## src/rtl/alu_issue_ctrl.sv

```systemverilog
// Issue/capture controller driving the combinational ALU: registers one request,
// captures the ALU result and flags, and returns them on a valid/ready response port.
// Optional build macro ALU_ISSUE_PIPE_EN overlaps the next accept with the response handshake.
//
// state | meaning
// IDLE  | waiting for a request, reqReady high
// EXEC  | operands/controls held stable on the ALU inputs, result captured on next edge
// RESP  | response presented until rspReady; illegal ops arrive here directly
module alu_issue_ctrl (
    input  logic        clk,
    input  logic        rst_n,
    input  logic        reqValid,
    output logic        reqReady,
    input  logic [3:0]  reqOp,
    input  logic        reqShiftDir,
    input  logic        reqShiftOp,
    input  logic        reqSetFlags,
    input  logic [31:0] reqA,
    input  logic [31:0] reqB,
    output logic [31:0] A,
    output logic [31:0] B,
    output logic [3:0]  ALUctrlOP,
    output logic        shiftDir,
    output logic        shiftOp,
    input  logic [31:0] ALUres,
    input  logic        zeroFlag,
    input  logic        signFlag,
    input  logic        carryFlag,
    input  logic        overflow,
    output logic        rspValid,
    input  logic        rspReady,
    output logic [31:0] rspResult,
    output logic        rspErr,
    output logic        flagZ,
    output logic        flagS,
    output logic        flagC,
    output logic        flagV,
    output logic [15:0] opCount
);

    localparam logic [3:0] OP_XOR   = 4'b0000;
    localparam logic [3:0] OP_AND   = 4'b0001;
    localparam logic [3:0] OP_ADD   = 4'b0010;
    localparam logic [3:0] OP_COMPL = 4'b0011;
    localparam logic [3:0] OP_SHIFT = 4'b0100;

    typedef enum logic [1:0] {
        IDLE = 2'd0,
        EXEC = 2'd1,
        RESP = 2'd2
    } state_t;

    state_t state, state_nxt;
    logic   op_legal;
    logic   accept;
    logic   rsp_fire;
    logic   set_flags_q;

    always_comb begin
        case (reqOp)
            OP_XOR, OP_AND, OP_ADD, OP_COMPL, OP_SHIFT: op_legal = 1'b1;
            default:                                    op_legal = 1'b0;
        endcase
    end

    always_ff @(posedge clk or negedge rst_n) begin
        if (!rst_n) state <= IDLE;
        else        state <= state_nxt;
    end

    always_comb begin
        state_nxt = state;
        reqReady  = 1'b0;
        rspValid  = 1'b0;
        case (state)
            IDLE: begin
                reqReady = 1'b1;
                if (reqValid) state_nxt = op_legal ? EXEC : RESP;
            end
            EXEC: state_nxt = RESP;
            RESP: begin
                rspValid = 1'b1;
`ifdef ALU_ISSUE_PIPE_EN
                reqReady = rspReady;
`endif
                if (rspReady) begin
                    state_nxt = IDLE;
`ifdef ALU_ISSUE_PIPE_EN
                    if (reqValid) state_nxt = op_legal ? EXEC : RESP;
`endif
                end
            end
            default: state_nxt = IDLE;
        endcase
    end

    assign accept   = reqValid && reqReady;
    assign rsp_fire = rspValid && rspReady;

    // Illegal ops never touch the ALU-facing registers, so the ALU keeps its last inputs.
    always_ff @(posedge clk or negedge rst_n) begin
        if (!rst_n) begin
            A           <= '0;
            B           <= '0;
            ALUctrlOP   <= '0;
            shiftDir    <= 1'b0;
            shiftOp     <= 1'b0;
            set_flags_q <= 1'b0;
        end else if (accept && op_legal) begin
            A           <= reqA;
            ALUctrlOP   <= reqOp;
            set_flags_q <= reqSetFlags;
            shiftDir    <= 1'b0;
            shiftOp     <= 1'b0;
            case (reqOp)
                OP_SHIFT: begin
                    B        <= {27'b0, reqB[4:0]};
                    shiftDir <= reqShiftDir;
                    shiftOp  <= reqShiftOp;
                end
                OP_COMPL: B <= '0;
                default:  B <= reqB;
            endcase
        end
    end

    always_ff @(posedge clk or negedge rst_n) begin
        if (!rst_n) begin
            rspResult <= '0;
            rspErr    <= 1'b0;
            flagZ     <= 1'b0;
            flagS     <= 1'b0;
            flagC     <= 1'b0;
            flagV     <= 1'b0;
        end else if (state == EXEC) begin
            rspResult <= ALUres;
            rspErr    <= 1'b0;
            if (set_flags_q) begin
                flagZ <= zeroFlag;
                flagS <= signFlag;
                flagC <= carryFlag;
                flagV <= overflow;
            end
        end else if (accept && !op_legal) begin
            rspResult <= '0;
            rspErr    <= 1'b1;
        end
    end

    always_ff @(posedge clk or negedge rst_n) begin
        if (!rst_n)        opCount <= '0;
        else if (rsp_fire) opCount <= opCount + 16'd1;
    end

endmodule
```

## config.mk

```make
export PLATFORM = sky130hd
export DESIGN_NAME = alu_issue_ctrl
export DESIGN_NICKNAME = d
export VERILOG_FILES = /design/src/rtl/alu_issue_ctrl.sv
export SDC_FILE = /design/constraint.sdc
export NUM_CORES = 1
export LEC_CHECK = 0
export BUFFER_PORTS_ARGS = -buffer_cell sky130_fd_sc_hd__buf_2
export CORE_MARGIN = 10
export CORE_UTILIZATION = 40
export CTS_CLUSTER_DIAMETER = 50
export DETAILED_ROUTE_END_ITERATION = 16
export PLACE_DENSITY = 0.71
export SKIP_CTS_REPAIR_TIMING = 1
export SYNTH_ARGS = -nofsm -noshare
export SYNTH_HDL_FRONTEND = slang
export SYNTH_SLANG_ARGS = --single-unit
```

## constraint.sdc

```tcl
create_clock -name clk -period 2.15 [get_ports clk]
set_clock_uncertainty 0.05 [all_clocks]
set_input_delay 0.215 -clock clk [delete_from_list [all_inputs] [get_ports clk]]
set_output_delay 0.215 -clock clk [all_outputs]
set_load 0.02 [all_outputs]
```

==> flow_summary.yaml, run 1 <==
place:
  dpl_cell_area_sq_um: 6090
  dpl.hpwl_um: 9990
  numPortBuffers: 235
  dp_cells: 684
  gp_congestion: 0.739
yosys:
  synthTopCellsByArea: "dfrtp_1 (66%), a22o_1 (8.3%), mux2_2 (6.9%), a22o_2 (4.0%), mux2_1 (2.6%)"
  synth_warnings: 0
  async_reset_ff_share_pct: 100
  syn_avg_cell_area_sq_um: 15.0
  synth_edf_count: 0
  synth_fp_nets: 429
  synthDistinctLibCells: 36
  seq_area_frac_synth_pct: 66.2
  synth-main-ff-cell: "dfrtp_1"
  ys_seq_elements: 126
  yosysTopAreaCellShare_pct: 66.2
  yosys.area.top_type: "dfrtp_1"
  syn_area_sq_um: 4760
  syn_inst: 317
setup_path:
  crit_required_ns: 2.38
  crit_path_end_kind: "flop"
  r2r_start: "state[0]"
  rr_worst_depth: 4
  reg2reg_to: "A[28]"
  reg2reg_slack_ns: 0.49
  worstSetupPathType: "flop to flop"
  worstSetupStartpointType: "flop"
  critPathArrivalTime_ns: 1.88
  cp_max_fo: 74
final_layout:
  ff_latch_area_sq_um: 3150
  layout_commonest_cell: "buf_2"
  final_cells: 815
  areaGrowthSynthToFinish_pct: 59.2
  final_util_pct: 65.8
  nFillCells: 817
  final_cell_mix: "buf_2 (234), dfrtp_1 (126), dlygate4sd3_1 (99)"
  drive_gt1_share_pct: 48.1
  nets: 771
  multi_input_area_sq_um: 1490
  fin_area_sq_um: 7580
die:
  core_sq_um: 11500
  io_pins: 236
  start_util_pct: 41.4
  die_area_sq_um: 16700
  die_x_um: 129
  die_h_um: 129
  row_count: 39
outcome:
  status: "finished, violations left"
  failed_checks: "negative hold slack"
grt:
  grt_pass1_vias: 3728
  grt_max_degree: 127
  grt_use_total_pct: 15.8
  grt_first_pass_wirelength_um: 20500
  antenna_found_initial: 2
  grt.overflow.total: 0
sta:
  setup_viol: 0
  finalHoldViolCount: 2
  finalMaxSlewViolations: 0
  whs_ns: -0.00142
  tightest_slew_ns: 0.662
  slew_headroom_pct: 55.9
  layout_min_cycle_time_ns: 1.66
  rsz0062_at_grt: "false"
  fin_crit_sh_pct: 77.0
  fmax_mhz: 604
  setup-tns-final_ns: 0
power:
  clockPowerShare_pct: 28.8
  p_comb_share_pct: 31.2
  vdd_drop_max_mv: 0.897
  total_leakage_power_nw: 3.95
  p_switching_mw: 2.86
  p_int_mw: 5.57
  seq_power_share_pct: 40.0
  powerDensity_nw_per_um2: 1110
  p_sw_share_pct: 33.9
route:
  first_iter_violations: 204
  drt_first_pass_iters: 4
  avgViaCountPerCell: 4.94
  wl_um: 15300
  drc_errors: 0
  vias: 4029
  ant_nets: 0
  wl_per_cell_um: 18.8
worst_hold_path:
  worstHoldStart: "rspReady"
  hp-class: "primary input to flop"
  hold_depth: 2
  worstHoldEndpoint: "state[1]"
clock_network:
  ctsHtreeMaxLevel: 4
  cts_buffers: 17
  clkTransAtPathRegs_ns: 0.05
  clk_latency_ns: 0.41
  clk_path_buf_depth: 2
  clkSinkCount: 126
  cts_tree: "done"
  root_buffer: "clkbuf_16"
job:
  drv_cap: 0
how the worst max path moves through the flow:
stage | endpoint | cells past startpoint | slack, ns | start
after floorplan | opCount[14] | 5 | 0.55 | opCount[0]
after global placement | opCount[14] | 4 | 0.54 | state[0]
after detailed placement | opCount[14] | 4 | 0.48 | state[0]
after CTS | opCount[14] | 4 | 0.49 | state[0]
after global routing | opCount[14] | 4 | 0.37 | state[0]
final | A[28] | 4 | 0.49 | state[0]
per-layer routing:
| metal | vias to the layer above | wire, um | global-route usage (%) |
|---|---|---|---|
| met5 | - | 0 | 0 |
| met4 | 0 | 337 | 5.02 |
| met3 | 36 | 1460 | 7.83 |
| met2 | 193 | 7740 | 25.8 |
| met1 | 1945 | 5750 | 17.9 |
| li1 | 1855 | - | - |
sequential cells by signal (all words and copies together) (netlist names):
| signal | flops |
|---|---|
| shiftDir | 1 |
| flagC | 1 |
| opCount | 16 |
| rspErr | 1 |
| A | 32 |
| flagS | 1 |
| ALUctrlOP | 4 |
| set_flags_q | 1 |
| state | 2 |
| shiftOp | 1 |
| rspResult | 32 |
| B | 32 |
| flagV | 1 |
| flagZ | 1 |
final cells by class:
class                           instances  area share, %
Clock inverter                          8          0.594
Inverter                                4          0.198
Clock buffer                           22           5.99
Antenna cell                            2         0.0660
Timing Repair Buffer                  340           29.5
Multi-Input combinational cell        170           19.7
Sequential cell                       126           41.6
Tap cell                              143           2.36
logic make-up (layout without fill, tap and decap cells):
family / count (synthesis) / after routing / synth area share, %
compound gates: 72 / 72 / 13.7
xor+xnor: 15 / 15 / 2.76
fa+ha+maj: 2 / 2 / 0.473
buf+inv: 21 / 374 / 2.60
flops: 126 / 126 / 66.2
mux: 40 / 40 / 9.46
other cells: 0 / 2 / 0
simple gates: 41 / 41 / 4.81
cells in the mapped netlist, types with 2 or more instances:
| cell | number |
|---|---|
| buf_6 | 4 |
| xor2_1 | 4 |
| dfrtp_1 | 126 |
| nor4_2 | 2 |
| inv_1 | 4 |
| nand2_1 | 13 |
| a22o_1 | 45 |
| mux2_2 | 29 |
| a22o_2 | 19 |
| nand3_1 | 6 |
| nand4_1 | 5 |
| o21ai_0 | 3 |
| xnor2_1 | 11 |
| buf_2 | 6 |
| clkbuf_1 | 4 |
| and2_1 | 2 |
| buf_4 | 2 |
| mux2_1 | 11 |
| nor2_1 | 4 |
stage by stage:
stage | power, mW | setup slack [ns]
after floorplan | 4.83 | 0.547
after global placement | 5.82 | 0.542
after detailed placement | 5.89 | 0.484
after CTS | 8.35 | 0.492
after global routing | 8.86 | 0.371
final | 8.43 | 0.493
power groups by stage:
stage	Clock [mW]	Combinational, mW	Sequential [mW]
final	2.43	2.63	3.37
after global routing	2.60	2.81	3.46
after CTS	2.48	2.51	3.35
after detailed placement	0	2.50	3.39
after global placement	0	2.47	3.35
after floorplan	0	0.688	4.14
worst max-delay path: stages (launching register included):
cell	delay, ns
dfrtp_1	0.45
nor2_4	0.17
nand4_1	0.17
buf_12	0.23
mux2_1	0.38
(Power assumes the default switching activity.)
==> run 2: changes to the inputs <==
--- a/config.mk
+++ b/config.mk
@@ -10,7 +10,7 @@
 export CORE_UTILIZATION = 40
 export CTS_CLUSTER_DIAMETER = 50
 export DETAILED_ROUTE_END_ITERATION = 16
-export PLACE_DENSITY = 0.71
+export PLACE_DENSITY = 0.74
 export SKIP_CTS_REPAIR_TIMING = 1
 export SYNTH_ARGS = -nofsm -noshare
 export SYNTH_HDL_FRONTEND = slang
==> constraint.sdc (replaced) <==
create_clock -name clk -period 1.5 [get_ports clk]
set_clock_uncertainty 0.05 [all_clocks]
set_input_delay 0.15 -clock clk [delete_from_list [all_inputs] [get_ports clk]]
set_output_delay 0.15 -clock clk [all_outputs]
set_load 0.02 [all_outputs]
==> flow_summary.yaml, run 2 (synthesis results as in run 1) <==
sta:
  setup_ws_ns: -0.0959
  rsz0062_at_grt: "true"
  slew_headroom_pct: 78.9
  tightest_slew_ns: 0.317
  fmax_mhz: 627
  fin_crit_sh_pct: 106
  finalMaxSlewViolations: 0
  layout_min_cycle_time_ns: 1.60
  finalHoldViolCount: 0
  setup_viol: 36
die:
  io_pins: 236
  die_x_um: 129
  die_area_sq_um: 16700
  core_sq_um: 11500
  die_h_um: 129
  row_count: 39
  start_util_pct: 41.4
setup_path:
  worstSetupPathType: "flop to output pin"
  critPathArrivalTime_ns: 1.40
  cpMostUsedCell: "buf_6"
  reg2reg_slack_ns: -0.08
  crit_required_ns: 1.30
  cpMaxStageDelayCell: "dfrtp_2"
  worstSetupStartpointType: "flop"
  crit_path_end_kind: "output pin"
  cp_max_fo: 4
  worstPathCellList: "buf_6 -> or2b_1 -> inv_2 -> buf_6"
  slowest_delay_ns: 0.44
final_layout:
  nFillCells: 732
  final_util_pct: 73.2
  final_cell_mix: "buf_2 (232), dfrtp_1 (122), dlygate4sd3_1 (105)"
  fin_area_sq_um: 8420
  top_regs: "A (32), B (32), rspResult (32)"
  ff_latch_area_sq_um: 3160
  multi_input_area_sq_um: 1720
  layout_commonest_cell: "buf_2"
  nets: 810
  areaGrowthSynthToFinish_pct: 76.9
  drive_gt1_share_pct: 53.3
  final_cells: 857
route:
  drt_first_pass_iters: 4
  wl_per_cell_um: 21.5
  first_iter_violations: 208
  drc_errors: 0
  wl_um: 18400
  ant_nets: 0
  avgViaCountPerCell: 5.11
  vias: 4376
power:
  vdd_drop_max_mv: 0.991
  power_mw: 13.8
  total_leakage_power_nw: 4.42
  powerDensity_nw_per_um2: 1630
grt:
  grt.overflow.total: 0
  grt_use_total_pct: 16.7
  grt_max_degree: 57
  antenna_found_initial: 3
  grt_first_pass_wirelength_um: 21600
  grt_pass1_vias: 4076
outcome:
  status: "finished, violations left"
  failed_checks: "negative setup slack"
clock_network:
  clk_latency_ns: 0.41
  clk_path_buf_depth: 2
  ctsHtreeMaxLevel: 4
  cts_tree: "done"
  cts_buffers: 17
  clkSinkCount: 126
  root_buffer: "clkbuf_16"
  clkTransAtPathRegs_ns: 0.06
place:
  dp_cells: 702
  dpl.hpwl_um: 10800
  numPortBuffers: 235
  gp_congestion: 0.766
  dpl_cell_area_sq_um: 6290
worst_hold_path:
  hp-class: "primary input to flop"
job:
  drv_cap: 0
-- run 2: final cells by class --
type,instances,share of cell area [%]
flip-flops and latches,126,37.5
repair buffers,379,32.0
multi-input cells,170,20.4
clock buffers,20,5.42
clock inverters,12,2.26
well taps,143,2.12
inverters,4,0.178
diodes,3,0.0891
-- run 2: path summary, 6_finish.rpt --
| check | startpoint | end | cells after the start |
|---|---|---|---|
| worst max-delay path | state[0] | rspValid | 4 |
| worst min-delay path | reqValid | rspErr | 3 |
| worst max register to register | state[0] | opCount[12] | 5 |
| worst min register to register | shiftOp | shiftOp | 2 |
| max in group asynchronous | rst_n | A[17] | 3 |
| min in group asynchronous | rst_n | flagZ | 2 |
-- run 2: metal layers --
layer	wire, um	track usage (%)	up-vias	part of all wire (%)
met5	17	0	-	0.092
met4	444	7.16	2	2.4
met3	1370	8.36	31	7.5
met2	9940	28.7	184	54
met1	6650	16.8	2225	36
li1	-	-	1934	-
-- run 2: where the power goes --
part | switching [mW] | internal [mW]
clock network | 1.47 | 3.02
logic | 2.35 | 1.98
registers | 0.620 | 4.31
total | 4.44 | 9.31
-- run 2: per-stage QoR --
step                      TNS, ns  setup slack [ns]  hold WS (ns)
after floorplan             -2.17           -0.0816        -0.196
after global placement          0            0.0261        0.0128
after detailed placement   -0.198           -0.0206        0.0186
after CTS                  -0.886            -0.189        -0.425
after global routing        -3.54            -0.180        0.0473
final                       -1.06           -0.0959        0.0356
-- run 2: worst max-delay path: cells and delay by family, from the launching register on --
family        cells  cell delay, ns
buf+inv           3            0.32
simple gates      1            0.24
flops             1            0.44
==> run 3: changes to the inputs <==
==> constraint.sdc (replaced) <==
create_clock -name clk -period 1.4 [get_ports clk]
set_clock_uncertainty 0.05 [all_clocks]
set_input_delay 0.14 -clock clk [delete_from_list [all_inputs] [get_ports clk]]
set_output_delay 0.14 -clock clk [all_outputs]
set_load 0.02 [all_outputs]
==> flow_summary.yaml, run 3 (synthesis results as in run 1) <==
die:
  start_util_pct: 41.4
  die_x_um: 129
  core_sq_um: 11500
  io_pins: 236
  die_area_sq_um: 16700
  die_h_um: 129
  row_count: 39
grt:
  grt_use_total_pct: 16.7
  grt_pass1_vias: 4184
  antenna_found_initial: 4
  grt.overflow.total: 0
  grt_first_pass_wirelength_um: 21700
  grt_max_degree: 42
final_layout:
  drive_gt1_share_pct: 55.2
  nets: 816
  fin_area_sq_um: 8340
  areaGrowthSynthToFinish_pct: 75.2
  nFillCells: 769
  top_regs: "A (32), B (32), rspResult (32)"
  layout_commonest_cell: "buf_2"
  final_cell_mix: "buf_2 (232), dfrtp_1 (118), dlygate4sd3_1 (105)"
place:
  dpl_cell_area_sq_um: 6390
  numPortBuffers: 235
  dpl.hpwl_um: 10900
  gp_congestion: 0.759
route:
  ant_nets: 0
  wl_um: 17400
  vias: 4298
  first_iter_violations: 286
  drt_first_pass_iters: 4
  wl_per_cell_um: 20.2
  avgViaCountPerCell: 4.98
  drc_errors: 0
setup_path:
  worstSetupPathType: "flop to output pin"
  crit_path_end_kind: "output pin"
  critPathArrivalTime_ns: 1.40
  cp_max_fo: 4
  worstSetupStartpointType: "flop"
  crit_required_ns: 1.21
sta:
  slew_headroom_pct: 73.7
  finalHoldViolCount: 0
  whs_ns: 0.0650
  setup_viol: 87
  tightest_slew_ns: 0.390
  rsz0062_at_grt: "true"
  setup_ws_ns: -0.188
  fin_crit_sh_pct: 113
  finalMaxSlewViolations: 0
  fmax_mhz: 630
  layout_min_cycle_time_ns: 1.59
clock_network:
  clk_latency_ns: 0.40
  clkTransAtPathRegs_ns: 0.05
  clkSinkCount: 126
  ctsHtreeMaxLevel: 4
  clk_path_buf_depth: 2
  cts_tree: "done"
  cts_buffers: 17
  root_buffer: "clkbuf_16"
worst_hold_path:
  hp-class: "primary input to flop"
power:
  total_leakage_power_nw: 4.37
  p_comb_share_pct: 33.1
  seq_power_share_pct: 36.7
  p_sw_share_pct: 33.2
  clockPowerShare_pct: 30.2
  powerDensity_nw_per_um2: 1700
  p_switching_mw: 4.71
  vdd_drop_max_mv: 0.958
  p_int_mw: 9.49
outcome:
  failed_checks: "negative setup slack"
  status: "finished, violations left"
job:
  drv_cap: 0
[run 3: cell types whose count changed in the layout (fill, tap and decap cells not counted), moves of 4 or more]
cell and change:
dfrtp_2 +4, nand2_1 -4, dfrtp_1 -4, buf_4 +6
a22o_2 +19, a22o_4 -19, mux2_2 -4
[run 3: final cells by class]
cell class	instances	area (sq um)	area share (%)
diodes	4	10.0	0.120
clock buffers	21	470	5.64
clock inverters	10	114	1.36
inverters	4	15.0	0.180
multi-input cells	170	1630	19.5
flip-flops and latches	126	3160	37.9
well taps	143	179	2.14
repair buffers	385	2770	33.2
[run 3: worst max-delay path: stages, from the launching register on]
cell,delay [ns]
dfrtp_2,0.44
buf_6,0.13
or2b_1,0.24
inv_2,0.07
buf_6,0.12
[run 3: final timing paths]
check | slack [ns] | endpoint | from | cells after the start
worst max-delay path | -0.19 | rspValid | state[0] | 4
worst max register to register | -0.14 | opCount[3] | state[0] | 7
min in group asynchronous | 0.14 | flagC | rst_n | 2
worst min register to register | 0.43 | opCount[9] | opCount[9] | 1
max in group asynchronous | 0.64 | state[1] | rst_n | 3
worst min-delay path | 0.06 | rspErr | reqValid | 3
[run 3: per-layer routing]
metal	vias to the layer above	part of all wire, %	track usage, %
met2	194	53	28.4
met4	0	2.7	5.95
met3	37	7.6	7.91
met1	2123	37	17.8
li1	1944	-	-
met5	-	0	0
[run 3: metrics by stage]
step	total power, mW	worst slack (ns)	instances	utilization [%]	TNS, ns
after floorplan	7.51	-0.175	317	-	-7.68
after global placement	9.18	-0.0902	710	55.5	-3.07
after detailed placement	9.31	-0.128	710	55.5	-5.53
after CTS	13.7	-0.272	741	60.6	-7.71
after global routing	14.8	-0.242	861	72.4	-14.84
final	14.2	-0.188	863	72.4	-6.43
[run 3: power by group through the flow]
| stage | sequential, mW | combinational [mW] | clock, mW |
|---|---|---|---|
| 2_1_floorplan | 6.38 | 1.13 | 0 |
| 3_3_place_gp | 5.14 | 4.04 | 0 |
| 3_5_place_dp | 5.19 | 4.12 | 0 |
| 4_1_cts | 5.16 | 4.13 | 4.38 |
| 5_1_grt | 5.33 | 4.99 | 4.53 |
| 6_report | 5.21 | 4.70 | 4.29 |
